==> config.mk <==
export PLATFORM = sky130hd
export DESIGN_NAME = ex_muldiv_flat
export DESIGN_NICKNAME = d
export VERILOG_FILES = /design/src/rtl/ex_muldiv_pkg.sv /design/src/rtl/ex_muldiv_if.sv /design/src/rtl/ex_muldiv_iter.sv /design/src/rtl/ex_muldiv.sv /design/src/flat_wrapper.sv
export SDC_FILE = /design/constraint.sdc
export NUM_CORES = 1
export LEC_CHECK = 0
export CORE_MARGIN = 2
export CORE_UTILIZATION = 39
export DETAILED_ROUTE_END_ITERATION = 10
export PLACE_DENSITY = 0.56
export SYNTH_ARGS = -nofsm -noshare
export SYNTH_HDL_FRONTEND = slang
export SYNTH_SLANG_ARGS = --single-unit
export TNS_END_PERCENT = 10
==> constraint.sdc <==
create_clock -name clk -period 8.9 [get_ports clk]
set_input_delay 0.89 -clock clk [delete_from_list [all_inputs] [get_ports clk]]
set_output_delay 0.89 -clock clk [all_outputs]
set_load 0.005 [all_outputs]
==> src/rtl/ex_muldiv_pkg.sv <==
// Shared encodings and constants for the EX-stage iterative multiply/divide unit.
package ex_muldiv_pkg;

  localparam int unsigned DEF_DATA_BITS = 32;
  localparam int unsigned DEF_CNT_BITS  = 6;

  // HI/LO instruction classes as decoded by ID.
  typedef enum logic [1:0] {
    OP_MULT  = 2'b00,
    OP_MULTU = 2'b01,
    OP_DIV   = 2'b10,
    OP_DIVU  = 2'b11
  } op_e;

  typedef enum logic [1:0] {
    ST_IDLE = 2'b00,
    ST_CALC = 2'b01,
    ST_FIX  = 2'b10
  } state_e;

  // LO value reported for a division by zero.
  localparam logic [DEF_DATA_BITS-1:0] DIV0_LO = '1;

endpackage

==> src/rtl/ex_muldiv_if.sv <==
// Request/response bundle between the EX stage control and the mul/div unit.
interface ex_muldiv_if #(
  parameter int unsigned DATA_BITS = ex_muldiv_pkg::DEF_DATA_BITS
) ();

  logic                  start;
  ex_muldiv_pkg::op_e    op;
  logic [DATA_BITS-1:0]  a;
  logic [DATA_BITS-1:0]  b;
  logic                  hi_we;
  logic                  lo_we;
  logic [DATA_BITS-1:0]  wdata;
  logic                  flush;
  logic                  busy;
  logic                  done;
  logic                  div_zero;
  logic [DATA_BITS-1:0]  hi;
  logic [DATA_BITS-1:0]  lo;

  modport master (
    output start, op, a, b, hi_we, lo_we, wdata, flush,
    input  busy, done, div_zero, hi, lo
  );

  modport slave (
    input  start, op, a, b, hi_we, lo_we, wdata, flush,
    output busy, done, div_zero, hi, lo
  );

endinterface

==> src/rtl/ex_muldiv_iter.sv <==
// One iteration of unsigned shift-add multiply or restoring divide on the
// {upper, lower} accumulator pair.
module muldiv_iter #(
  parameter int unsigned DATA_BITS = ex_muldiv_pkg::DEF_DATA_BITS
) (
  input  logic                     is_div_i,
  input  logic [DATA_BITS-1:0]     opnd_i,
  input  logic [2*DATA_BITS-1:0]   acc_i,
  output logic [2*DATA_BITS-1:0]   acc_o
);

  localparam int unsigned W  = DATA_BITS;
  localparam int unsigned AW = 2 * DATA_BITS;

  logic [W:0]   mul_sum_c;
  logic [W:0]   rem_sh_c;
  logic [W:0]   rem_full_c;
  logic         q_bit_c;

  // Multiply: add multiplicand into upper half on LSB, shift right.
  // Divide: shift left, trial-subtract divisor, keep difference if non-negative.
  always_comb begin
    mul_sum_c  = {1'b0, acc_i[AW-1:W]};
    if (acc_i[0]) begin
      mul_sum_c = mul_sum_c + {1'b0, opnd_i};
    end
    rem_sh_c   = acc_i[AW-1:W-1];
    q_bit_c    = (rem_sh_c >= {1'b0, opnd_i});
    rem_full_c = q_bit_c ? (rem_sh_c - {1'b0, opnd_i}) : rem_sh_c;
    if (is_div_i) begin
      acc_o = {W'(rem_full_c), acc_i[W-2:0], q_bit_c};
    end else begin
      acc_o = {mul_sum_c, acc_i[W-1:1]};
    end
  end

endmodule

==> src/rtl/ex_muldiv.sv <==
// EX-stage iterative multiply/divide unit holding the architectural HI/LO
// registers; 32 iterations plus a sign fix-up cycle per operation.
module ex_muldiv
  import ex_muldiv_pkg::*;
#(
  parameter int unsigned DATA_BITS = DEF_DATA_BITS,
  parameter int unsigned CNT_BITS  = DEF_CNT_BITS
) (
  input  logic        clk,
  input  logic        rst,
  ex_muldiv_if.slave  bus
);

  localparam int unsigned W  = DATA_BITS;
  localparam int unsigned AW = 2 * DATA_BITS;
  localparam logic [CNT_BITS-1:0] LAST_CNT = CNT_BITS'(DATA_BITS - 1);

  state_e              state_q;
  logic [AW-1:0]       acc_q;
  logic [AW-1:0]       acc_d;
  logic [W-1:0]        opnd_q;
  logic [W-1:0]        a_orig_q;
  logic [W-1:0]        hi_q;
  logic [W-1:0]        lo_q;
  logic [CNT_BITS-1:0] cnt_q;
  logic                is_div_q;
  logic                neg_res_q;
  logic                neg_rem_q;
  logic                b_zero_q;
  logic                busy_q;
  logic                done_q;
  logic                div_zero_q;

  logic                is_div_c;
  logic                is_signed_c;
  logic                a_neg_c;
  logic                b_neg_c;
  logic [W-1:0]        a_abs_c;
  logic [W-1:0]        b_abs_c;
  logic [AW-1:0]       prod_c;
  logic [W-1:0]        quot_c;
  logic [W-1:0]        rem_c;

  // Operand decode: magnitudes for signed ops, raw values for unsigned.
  always_comb begin
    is_div_c    = (bus.op == OP_DIV) || (bus.op == OP_DIVU);
    is_signed_c = (bus.op == OP_MULT) || (bus.op == OP_DIV);
    a_neg_c     = is_signed_c & bus.a[W-1];
    b_neg_c     = is_signed_c & bus.b[W-1];
    a_abs_c     = a_neg_c ? (W'(0) - bus.a) : bus.a;
    b_abs_c     = b_neg_c ? (W'(0) - bus.b) : bus.b;
  end

  // Sign fix-up of the finished unsigned result; remainder follows dividend.
  always_comb begin
    prod_c = neg_res_q ? (AW'(0) - acc_q) : acc_q;
    quot_c = neg_res_q ? (W'(0) - acc_q[W-1:0]) : acc_q[W-1:0];
    rem_c  = neg_rem_q ? (W'(0) - acc_q[AW-1:W]) : acc_q[AW-1:W];
  end

  muldiv_iter #(
    .DATA_BITS (DATA_BITS)
  ) u_iter (
    .is_div_i (is_div_q),
    .opnd_i   (opnd_q),
    .acc_i    (acc_q),
    .acc_o    (acc_d)
  );

  // Control FSM, iteration counter and HI/LO register file.
  always_ff @(posedge clk or posedge rst) begin
    if (rst) begin
      state_q    <= ST_IDLE;
      acc_q      <= '0;
      opnd_q     <= '0;
      a_orig_q   <= '0;
      hi_q       <= '0;
      lo_q       <= '0;
      cnt_q      <= '0;
      is_div_q   <= 1'b0;
      neg_res_q  <= 1'b0;
      neg_rem_q  <= 1'b0;
      b_zero_q   <= 1'b0;
      busy_q     <= 1'b0;
      done_q     <= 1'b0;
      div_zero_q <= 1'b0;
    end else begin
      done_q <= 1'b0;
      case (state_q)
        ST_IDLE: begin
          if (!bus.flush) begin
            if (bus.hi_we) hi_q <= bus.wdata;
            if (bus.lo_we) lo_q <= bus.wdata;
            if (bus.start) begin
              state_q    <= ST_CALC;
              busy_q     <= 1'b1;
              cnt_q      <= '0;
              div_zero_q <= 1'b0;
              is_div_q   <= is_div_c;
              neg_res_q  <= a_neg_c ^ b_neg_c;
              neg_rem_q  <= a_neg_c;
              b_zero_q   <= (bus.b == '0);
              a_orig_q   <= bus.a;
              if (is_div_c) begin
                opnd_q <= b_abs_c;
                acc_q  <= {W'(0), a_abs_c};
              end else begin
                opnd_q <= a_abs_c;
                acc_q  <= {W'(0), b_abs_c};
              end
            end
          end
        end
        ST_CALC: begin
          if (bus.flush) begin
            state_q <= ST_IDLE;
            busy_q  <= 1'b0;
          end else begin
            acc_q <= acc_d;
            if (cnt_q == LAST_CNT) begin
              state_q <= ST_FIX;
            end else begin
              cnt_q <= cnt_q + 1'b1;
            end
          end
        end
        ST_FIX: begin
          state_q <= ST_IDLE;
          busy_q  <= 1'b0;
          if (!bus.flush) begin
            done_q <= 1'b1;
            if (is_div_q && b_zero_q) begin
              hi_q       <= a_orig_q;
              lo_q       <= DIV0_LO;
              div_zero_q <= 1'b1;
            end else if (is_div_q) begin
              hi_q <= rem_c;
              lo_q <= quot_c;
            end else begin
              hi_q <= prod_c[AW-1:W];
              lo_q <= prod_c[W-1:0];
            end
          end
        end
        default: begin
          state_q <= ST_IDLE;
          busy_q  <= 1'b0;
        end
      endcase
    end
  end

  assign bus.busy     = busy_q;
  assign bus.done     = done_q;
  assign bus.div_zero = div_zero_q;
  assign bus.hi       = hi_q;
  assign bus.lo       = lo_q;

endmodule

==> src/flat_wrapper.sv <==
// flat-port wrapper written by rule: the top's interface ports become plain ports
module ex_muldiv_flat import ex_muldiv_pkg::*;
#(
  parameter int unsigned DATA_BITS = DEF_DATA_BITS,
  parameter int unsigned CNT_BITS  = DEF_CNT_BITS
)
  (clk, rst, bus_start, bus_op, bus_a, bus_b, bus_hi_we, bus_lo_we, bus_wdata, bus_flush, bus_busy, bus_done, bus_div_zero, bus_hi, bus_lo);
  ex_muldiv_if #(.DATA_BITS(DATA_BITS)) bus_i ();
  input  logic clk;
  input  logic rst;
  input wire logic [$bits(bus_i.start)-1:0] bus_start;
  input wire logic [$bits(bus_i.op)-1:0] bus_op;
  input wire logic [$bits(bus_i.a)-1:0] bus_a;
  input wire logic [$bits(bus_i.b)-1:0] bus_b;
  input wire logic [$bits(bus_i.hi_we)-1:0] bus_hi_we;
  input wire logic [$bits(bus_i.lo_we)-1:0] bus_lo_we;
  input wire logic [$bits(bus_i.wdata)-1:0] bus_wdata;
  input wire logic [$bits(bus_i.flush)-1:0] bus_flush;
  output wire logic [$bits(bus_i.busy)-1:0] bus_busy;
  output wire logic [$bits(bus_i.done)-1:0] bus_done;
  output wire logic [$bits(bus_i.div_zero)-1:0] bus_div_zero;
  output wire logic [$bits(bus_i.hi)-1:0] bus_hi;
  output wire logic [$bits(bus_i.lo)-1:0] bus_lo;
  assign bus_i.start = bus_start;
  assign bus_i.op = bus_op;
  assign bus_i.a = bus_a;
  assign bus_i.b = bus_b;
  assign bus_i.hi_we = bus_hi_we;
  assign bus_i.lo_we = bus_lo_we;
  assign bus_i.wdata = bus_wdata;
  assign bus_i.flush = bus_flush;
  assign bus_busy = bus_i.busy;
  assign bus_done = bus_i.done;
  assign bus_div_zero = bus_i.div_zero;
  assign bus_hi = bus_i.hi;
  assign bus_lo = bus_i.lo;
  ex_muldiv #(.DATA_BITS(DATA_BITS), .CNT_BITS(CNT_BITS)) u_core (.clk(clk), .rst(rst), .bus(bus_i));
endmodule
==> impl_metrics.prom, run 1 <==
# TYPE chip_impl_metric gauge
chip_impl_info{name="run_status",value="finished, final reports clean"} 1
chip_impl_metric{name="synth-seq-cells",unit=""} 207
chip_impl_metric{name="grt_pass1_wl",unit="mm"} 103
chip_impl_metric{name="netSwitchingFraction",unit=""} 0.474
chip_impl_info{name="rsz0062_at_grt",value="false"} 1
chip_impl_metric{name="coreArea",unit="mm2"} 0.0421
chip_impl_metric{name="antenna_cells_inserted",unit=""} 0
chip_impl_metric{name="p_leak",unit="uW"} 0.00822
chip_impl_metric{name="unique_masters_post_synth",unit=""} 74
chip_impl_metric{name="vdd_ir_drop_max",unit="mV"} 0.127
chip_impl_metric{name="floorplan.die_area",unit="mm2"} 0.0446
chip_impl_metric{name="layout-drive-gt1-share",unit=""} 0.0450
chip_impl_metric{name="holdBufCountCts",unit=""} 0
chip_impl_metric{name="max_freq",unit="MHz"} 226
chip_impl_metric{name="fillCellCount",unit=""} 4227
chip_impl_metric{name="synth.net_count",unit=""} 2354
chip_impl_metric{name="synth_cells",unit=""} 2179
chip_impl_metric{name="worst_skew_pair.late_latency",unit="ps"} 560
chip_impl_metric{name="internal-power",unit="uW"} 3140
chip_impl_metric{name="seq_area_frac_synth",unit=""} 0.310
chip_impl_metric{name="area.growth.synth_to_final",unit="%"} 17.3
chip_impl_metric{name="grt_use_total",unit=""} 0.308
chip_impl_metric{name="grt_overflow",unit=""} 0
chip_impl_info{name="critical-path-top-cell-by-count",value="o21ai_1"} 1
chip_impl_metric{name="crit_buf_inv",unit=""} 2
chip_impl_metric{name="critPathMaxFanout",unit=""} 37
chip_impl_metric{name="clk_pin_slew",unit="ps"} 60
chip_impl_metric{name="io-pin-count",unit=""} 171
chip_impl_metric{name="clock-skew-final",unit="ps"} 18.6
chip_impl_metric{name="timing.hold.worst_path_depth",unit=""} 1
chip_impl_metric{name="drt.antenna.violating_nets",unit=""} 0
chip_impl_metric{name="dpl.hpwl",unit="mm"} 54.2
chip_impl_metric{name="final_period_minus_worst_setup_slack",unit="ps"} 4420
chip_impl_metric{name="grt_max_degree",unit=""} 91
chip_impl_info{name="worst_path_max_delay_cell",value="or4_1"} 1
chip_impl_metric{name="synth_top_cell_area_share",unit=""} 0.310
chip_impl_metric{name="synth_warnings",unit=""} 0
chip_impl_metric{name="pwr-share-comb",unit=""} 0.542
chip_impl_metric{name="reg2reg_slack",unit="ps"} 4480
chip_impl_info{name="netlist.top_cell.by_area",value="dfrtp_1"} 1
chip_impl_metric{name="clock_tree.htree_level_count",unit=""} 1
chip_impl_metric{name="dpl.cell_count",unit=""} 2761
chip_impl_metric{name="post_layout_nonfiller_instances",unit=""} 2807
chip_impl_info{name="cts-root-buf",value="clkbuf_16"} 1
chip_impl_metric{name="syn_area_per_cell",unit="um2"} 7.68
chip_impl_metric{name="detail_route.wirelength",unit="mm"} 70.0
chip_impl_metric{name="power.share.sequential",unit=""} 0.272
chip_impl_metric{name="drt_first_iter_violations",unit=""} 1665
chip_impl_info{name="r2r-start",value="u_core.acc_q[0]$_DFFE_PP0P_"} 1
chip_impl_metric{name="remaining_drc_errors",unit=""} 0
chip_impl_metric{name="antenna_violations_before_repair",unit=""} 1
chip_impl_info{name="ys_dominant_reg_cell",value="dfrtp_1"} 1
chip_impl_metric{name="psw",unit="uW"} 2830
chip_impl_metric{name="worst_pin_slew",unit="ps"} 1100
chip_impl_metric{name="numCtsBuffers",unit=""} 26
chip_impl_metric{name="share_of_total_power_in_the_clock_network",unit=""} 0.186
chip_impl_metric{name="die_height",unit="um"} 211
chip_impl_metric{name="nets",unit=""} 2425
chip_impl_metric{name="maxCapViolCount",unit=""} 0
chip_impl_metric{name="reg2reg_depth",unit=""} 12
chip_impl_metric{name="async_s_r_ff_share_synth",unit=""} 1.00
chip_impl_metric{name="initial_core_util",unit=""} 0.397
chip_impl_metric{name="grt_pass1_vias",unit=""} 16063
chip_impl_metric{name="dieWidth",unit="um"} 211
chip_impl_metric{name="cp_slowest_stage_delay",unit="ps"} 670
chip_impl_metric{name="final.period_utilization",unit=""} 0.496
chip_impl_metric{name="via_count_of_the_routed_design",unit=""} 17113
chip_impl_metric{name="cts.repair_timing.setup_buffer_count",unit=""} 0
chip_impl_info{name="cts_tree",value="yes"} 1
chip_impl_info{name="layout_commonest_cell",value="nand2_1"} 1
chip_impl_metric{name="drt_pre_antenna_iters",unit=""} 7
chip_impl_metric{name="clk_path_buf_depth",unit=""} 3
chip_impl_metric{name="synthesis.area",unit="mm2"} 0.0167
chip_impl_metric{name="wire_per_inst",unit="um"} 24.9
chip_impl_info{name="layout.cells.most_common_list",value="nand2_1 (311), a21oi_1 (211), dfrtp_1 (206), o21ai_0 (195), nor2_1 (171)"} 1
chip_impl_info{name="critical_path.cell_chain",value="buf_4 -> inv_2 -> ha_1 -> nor3b_1 -> nand4b_1 -> or4_1 -> o21ai_1 -> o21ai_1 -> xnor2_1 -> nor2_1 -> a21oi_1 -> a221oi_1"} 1
chip_impl_metric{name="crit_arrival",unit="ps"} 4870
chip_impl_info{name="holdCritStartpoint",value="u_core.bus.lo[12]$_DFFE_PP0P_"} 1
chip_impl_metric{name="timing.final.hold_violations",unit=""} 0
chip_impl_metric{name="clock-sinks",unit=""} 207
chip_impl_metric{name="timing_max_transition_violations_final",unit=""} 0
chip_impl_info{name="timing_worst_setup_path_type",value="reg -> reg"} 1
chip_impl_metric{name="num_rows",unit=""} 75
chip_impl_metric{name="totalNegativeSetupSlack",unit="ps"} 0
chip_impl_metric{name="timing.slew.headroom",unit=""} 0.264
chip_impl_metric{name="critPathRequiredTime",unit="ps"} 9350
chip_impl_metric{name="numPortBuffers",unit=""} 170
chip_impl_info{name="top_delay_family_on_crit_path",value="simple AND/OR/NAND/NOR gates"} 1
chip_impl_metric{name="place_area",unit="mm2"} 0.0188
chip_impl_info{name="hold_path_class",value="reg -> reg"} 1
chip_impl_metric{name="post_synth_edffs",unit=""} 0
chip_impl_info{name="crit-reg2reg-capture",value="u_core.bus.hi[12]$_DFFE_PP0P_"} 1
chip_impl_metric{name="total_of_cells_resized_after_clock_tree_synthesis",unit=""} 0
chip_impl_metric{name="route.detailed.vias_per_inst",unit=""} 6.10
chip_impl_metric{name="gpl.final_weighted_congestion",unit=""} 0.982
chip_impl_info{name="worst_setup_path_start_kind",value="register"} 1
chip_impl_metric{name="finalSetupViolations",unit=""} 0
chip_impl_info{name="min_delay_worst_endpoint",value="u_core.bus.lo[12]$_DFFE_PP0P_"} 1
chip_impl_info{name="end_kind",value="register"} 1
chip_impl_metric{name="pwr_density_cell",unit="mW/mm2"} 304
chip_impl_info{name="ys_top_cells_by_area",value="dfrtp_1 (31%), nand2_1 (7.0%), a21oi_1 (6.3%)"} 1
chip_impl_metric{name="final_design_area_no_fill",unit="mm2"} 0.0196
metal layers:
layer  GRT usage  share of wire  wire length, um
met4       0.110          0.041             2860
met3      0.0754          0.097             6760
met2       0.460           0.42            29700
met5           0        0.00019               13
met1       0.432           0.44            30600
logic make-up (layout without fill, tap and decap cells):
logic type      after synthesis  in the layout  share of synthesized area
compound gates              680            680                      0.246
xor+xnor                    173            173                     0.0905
fa+ha+maj                    71             71                     0.0540
buf+inv                     223            312                     0.0506
flops                       207            207                      0.310
mux                          69             69                     0.0420
simple gates                756            756                      0.207
layout make-up:
cell class              instances  area (um2)  area share
well taps                     539         674      0.0343
flip-flops and latches        207        5180       0.264
repair buffers                195        1880      0.0960
multi-input cells            1749       10700       0.547
clock buffers                  37         753      0.0384
inverters                      71         274      0.0140
clock inverters                 9         123     0.00624
registers in the layout, summed over array words and instances, names as in the netlist:
register and flops:
u_core.b_zero_q 1, u_core.bus.done 1, u_core.bus.lo 32, u_core.acc_q 64, u_core.bus.div_zero 1, u_core.a_orig_q 32, u_core.neg_res_q 1, u_core.is_div_q 1
u_core.opnd_q 32, u_core.bus.hi 32, u_core.neg_rem_q 1, u_core.cnt_q 6, u_core.bus.busy 1, u_core.state_q 2
synth_stat cells (all sizes together) (5+ instances only):
cell type / count
a21oi: 211
nor4: 27
nor3: 67
buf: 22
a31oi: 22
nor2b: 15
and2: 11
or3: 31
o211ai: 14
a221oi: 6
xnor2: 120
dfrtp: 207
o21ai: 201
o221ai: 18
nand4b: 5
a311oi: 7
o41ai: 7
a221o: 5
o22ai: 49
a211oi: 27
ha: 69
o21a: 7
mux2i: 59
nand4: 16
nor3b: 6
o21bai: 8
a21o: 26
inv: 71
nand2b: 14
xor2: 53
mux2: 10
nand2: 311
or4: 16
nor2: 173
clkbuf: 130
o31a: 5
nand3: 29
and3: 21
o31ai: 27
power groups by stage:
stage / Combinational (uW) / Sequential, uW / Clock [uW]
floorplan: 2290 / 1360 / 0
global placement: 3170 / 1610 / 0
detailed placement: 3160 / 1620 / 0
CTS: 3180 / 1600 / 1120
global route: 3520 / 1650 / 1160
finish: 3240 / 1620 / 1110
per-stage QoR:
stage                      util  setup slack, ps  total power, uW  hold WS (ps)
final                     0.466             4480             5970           476
after global routing      0.466             4150             6320           492
after CTS                 0.466             4540             5900           477
after detailed placement  0.445             4570             4780           462
after global placement    0.445             4750             4780           455
after floorplan               -             2360             3660           437
how the worst max path moves through the flow:
stage                           startpoint                             end  slack (ps)  cells after the start
2_1_floorplan                          rst  u_core.a_orig_q[0]$_DFFE_PP0P_        2360                      1
3_3_place_gp   u_core.acc_q[0]$_DFFE_PP0P_   u_core.bus.hi[12]$_DFFE_PP0P_        4750                     12
3_5_place_dp   u_core.acc_q[0]$_DFFE_PP0P_   u_core.bus.hi[12]$_DFFE_PP0P_        4570                     12
4_1_cts        u_core.acc_q[0]$_DFFE_PP0P_   u_core.bus.hi[12]$_DFFE_PP0P_        4540                     12
5_1_grt        u_core.acc_q[0]$_DFFE_PP0P_    u_core.bus.hi[2]$_DFFE_PP0P_        4150                     12
6_report       u_core.acc_q[0]$_DFFE_PP0P_   u_core.bus.hi[12]$_DFFE_PP0P_        4480                     12
Power figures use the tool's default switching activity.
==> inputs of run 2 (changes only) <==
==> constraint.sdc (replaced) <==
create_clock -name clk -period 4.4 [get_ports clk]
set_input_delay 0.44 -clock clk [delete_from_list [all_inputs] [get_ports clk]]
set_output_delay 0.44 -clock clk [all_outputs]
set_load 0.005 [all_outputs]
==> impl_metrics.prom, run 2 (synthesis results as in run 1) <==
# TYPE chip_impl_metric gauge
chip_impl_metric{name="grt_pass1_vias",unit=""} 16316
chip_impl_metric{name="max_freq",unit="MHz"} 246
chip_impl_info{name="timing.critical_path.to",value="u_core.acc_q[46]$_DFFE_PP0P_"} 1
chip_impl_info{name="run_status",value="finished, final reports clean"} 1
chip_impl_metric{name="numCtsBuffers",unit=""} 26
chip_impl_metric{name="clock_tree.htree_level_count",unit=""} 1
chip_impl_metric{name="multi_input_area",unit="mm2"} 0.0107
chip_impl_metric{name="drt_first_iter_violations",unit=""} 2041
chip_impl_metric{name="area.growth.synth_to_final",unit="%"} 19.0
chip_impl_metric{name="dieWidth",unit="um"} 211
chip_impl_metric{name="finalSetupViolations",unit=""} 0
chip_impl_info{name="critical-path-top-cell-by-count",value="buf_4"} 1
chip_impl_metric{name="critPathMaxFanout",unit=""} 15
chip_impl_info{name="r2r-start",value="u_core.acc_q[43]$_DFFE_PP0P_"} 1
chip_impl_metric{name="holdBufCountCts",unit=""} 0
chip_impl_metric{name="num_rows",unit=""} 75
chip_impl_metric{name="pwr_density_cell",unit="mW/mm2"} 618
chip_impl_metric{name="finish.utilization",unit=""} 0.473
chip_impl_metric{name="report.power.total",unit="uW"} 12300
chip_impl_metric{name="route.detailed.vias_per_inst",unit=""} 6.18
chip_impl_metric{name="worst_skew_pair.late_latency",unit="ps"} 590
chip_impl_metric{name="reg2reg_depth",unit=""} 11
chip_impl_metric{name="final.period_utilization",unit=""} 0.925
chip_impl_metric{name="sequential_cell_area",unit="mm2"} 0.00518
chip_impl_metric{name="grt_overflow",unit=""} 0
chip_impl_metric{name="floorplan.die_area",unit="mm2"} 0.0446
chip_impl_info{name="worst_setup_path_start_kind",value="register"} 1
chip_impl_info{name="cp-startpoint",value="u_core.acc_q[43]$_DFFE_PP0P_"} 1
chip_impl_metric{name="netSwitchingFraction",unit=""} 0.471
chip_impl_metric{name="p_leak",unit="uW"} 0.00837
chip_impl_info{name="layout.cells.most_common_list",value="nand2_1 (311), a21oi_1 (211), dfrtp_1 (206), o21ai_0 (195), nor2_1 (171)"} 1
chip_impl_metric{name="timing.slew.headroom",unit=""} 0.311
chip_impl_metric{name="pwr-share-comb",unit=""} 0.548
chip_impl_metric{name="drt.antenna.violating_nets",unit=""} 0
chip_impl_metric{name="cts.repair_timing.setup_buffer_count",unit=""} 0
chip_impl_metric{name="drt_pre_antenna_iters",unit=""} 9
chip_impl_metric{name="worst_pin_slew",unit="ps"} 1030
chip_impl_metric{name="clock-sinks",unit=""} 207
chip_impl_metric{name="timing.final.hold_violations",unit=""} 0
chip_impl_info{name="cts-root-buf",value="clkbuf_16"} 1
chip_impl_metric{name="grt_use_total",unit=""} 0.316
chip_impl_metric{name="gpl.final_weighted_congestion",unit=""} 0.967
chip_impl_info{name="layout_commonest_cell",value="nand2_1"} 1
chip_impl_info{name="end_kind",value="register"} 1
chip_impl_metric{name="crit_arrival",unit="ps"} 4460
chip_impl_metric{name="layout-drive-gt1-share",unit=""} 0.0579
chip_impl_metric{name="timing_max_transition_violations_final",unit=""} 0
chip_impl_metric{name="wire_per_inst",unit="um"} 25.1
chip_impl_info{name="worst_path_max_delay_cell",value="a211oi_1"} 1
chip_impl_metric{name="share_of_total_power_in_the_clock_network",unit=""} 0.194
chip_impl_info{name="cts_tree",value="yes"} 1
chip_impl_metric{name="total_of_cells_resized_after_clock_tree_synthesis",unit=""} 0
chip_impl_metric{name="internal-power",unit="uW"} 6510
chip_impl_metric{name="fillCellCount",unit=""} 4246
chip_impl_metric{name="totalNegativeSetupSlack",unit="ps"} 0
chip_impl_metric{name="remaining_drc_errors",unit=""} 0
chip_impl_info{name="rsz0062_at_grt",value="false"} 1
chip_impl_metric{name="vdd_ir_drop_max",unit="mV"} 0.338
chip_impl_metric{name="psw",unit="uW"} 5800
chip_impl_info{name="timing_worst_setup_path_type",value="reg -> reg"} 1
chip_impl_metric{name="io-pin-count",unit=""} 171
chip_impl_metric{name="coreArea",unit="mm2"} 0.0421
chip_impl_metric{name="clk_path_buf_depth",unit=""} 3
chip_impl_info{name="crit-reg2reg-capture",value="u_core.acc_q[46]$_DFFE_PP0P_"} 1
chip_impl_metric{name="dpl.hpwl",unit="mm"} 55.1
chip_impl_metric{name="cp_slowest_stage_delay",unit="ps"} 630
chip_impl_metric{name="antenna_violations_before_repair",unit=""} 0
chip_impl_metric{name="grt_pass1_wl",unit="mm"} 106
chip_impl_metric{name="nets",unit=""} 2452
chip_impl_metric{name="numPortBuffers",unit=""} 170
chip_impl_metric{name="detail_route.wirelength",unit="mm"} 71.1
chip_impl_metric{name="critPathRequiredTime",unit="ps"} 4790
chip_impl_metric{name="maxCapViolCount",unit=""} 0
chip_impl_metric{name="antenna_cells_inserted",unit=""} 0
chip_impl_metric{name="die_height",unit="um"} 211
chip_impl_metric{name="largest_register_ff_count",unit=""} 64
chip_impl_metric{name="initial_core_util",unit=""} 0.397
chip_impl_info{name="critical_path.cell_chain",value="ha_1 -> nand2_1 -> o21ai_0 -> a21boi_0 -> a211oi_1 -> nor3_1 -> buf_4 -> nor2_2 -> buf_4 -> mux2i_1 -> o221ai_1"} 1
chip_impl_info{name="hold_path_class",value="in -> async"} 1
chip_impl_metric{name="reg2reg_slack",unit="ps"} 330
chip_impl_metric{name="final_period_minus_worst_setup_slack",unit="ps"} 4070
chip_impl_info{name="register_ranked_first_by_flip_flop_count",value="u_core.acc_q"} 1
chip_impl_metric{name="grt_max_degree",unit=""} 142
chip_impl_metric{name="power.share.sequential",unit=""} 0.258
chip_impl_metric{name="via_count_of_the_routed_design",unit=""} 17527
chip_impl_metric{name="clk_pin_slew",unit="ps"} 70
chip_impl_metric{name="clock-skew-final",unit="ps"} 38.9
==> run 2: through the flow <==
stage	setup slack [ps]	instance area [um2]	std cells	hold WS (ps)
3_5_place_dp	471	19000	2788	459
5_1_grt	136	19900	2835	261
3_3_place_gp	534	19000	2788	455
4_1_cts	448	19900	2835	223
6_report	332	19900	2835	234
2_1_floorplan	1090	16700	2179	437
==> run 2: power groups by stage <==
stage / clock network (uW) / registers, uW / logic (uW)
finish: 2390 / 3170 / 6750
global route: 2490 / 3220 / 7330
CTS: 2410 / 3130 / 6620
detailed placement: 0 / 3160 / 6590
global placement: 0 / 3140 / 6590
floorplan: 0 / 2750 / 4640
==> run 2: layout make-up <==
cell class | instances | area share
Inverter | 71 | 0.0136
Clock inverter | 15 | 0.0116
Tap cell | 539 | 0.0339
Clock buffer | 32 | 0.0353
Timing Repair Buffer | 222 | 0.106
Multi-Input combinational cell | 1749 | 0.539
Sequential cell | 207 | 0.260
==> run 2: per-layer routing <==
metal	wire length, um	track usage	up-vias
li1	-	-	8053
met1	32200	0.470	8467
met2	30000	0.462	900
met3	6570	0.0503	107
met4	2430	0.104	0
met5	0	0	-
==> run 2: how the worst min path moves through the flow <==
stage / from / to / cells past startpoint
after floorplan: u_core.a_orig_q[27]$_DFFE_PP0P_ / u_core.a_orig_q[27]$_DFFE_PP0P_ / 2
after global placement: u_core.a_orig_q[20]$_DFFE_PP0P_ / u_core.a_orig_q[20]$_DFFE_PP0P_ / 2
after detailed placement: u_core.a_orig_q[20]$_DFFE_PP0P_ / u_core.a_orig_q[20]$_DFFE_PP0P_ / 2
after CTS: rst / u_core.acc_q[53]$_DFFE_PP0P_ / 2
after global routing: rst / u_core.acc_q[53]$_DFFE_PP0P_ / 2
final: rst / u_core.acc_q[53]$_DFFE_PP0P_ / 2
==> run 2: critical path: cells and delay by family, from the launching register on <==
family,cells,cell delay [ps]
multiplexers,1,230
AO/OA/AOI/OAI,4,1410
AND/OR/NAND/NOR,3,550
flip-flops,1,580
buffers and inverters,2,560
adder cells (fa/ha/maj),1,540
==> inputs of run 3 (changes only) <==
--- a/config.mk
+++ b/config.mk
@@ -9,6 +9,7 @@
 export CORE_UTILIZATION = 39
 export DETAILED_ROUTE_END_ITERATION = 10
 export PLACE_DENSITY = 0.56
+export SKIP_CTS_REPAIR_TIMING = 1
 export SYNTH_ARGS = -nofsm -noshare
 export SYNTH_HDL_FRONTEND = slang
 export SYNTH_SLANG_ARGS = --single-unit
==> results of run 3 <==
Final layout, timing and power as in run 2 (identical DEF).
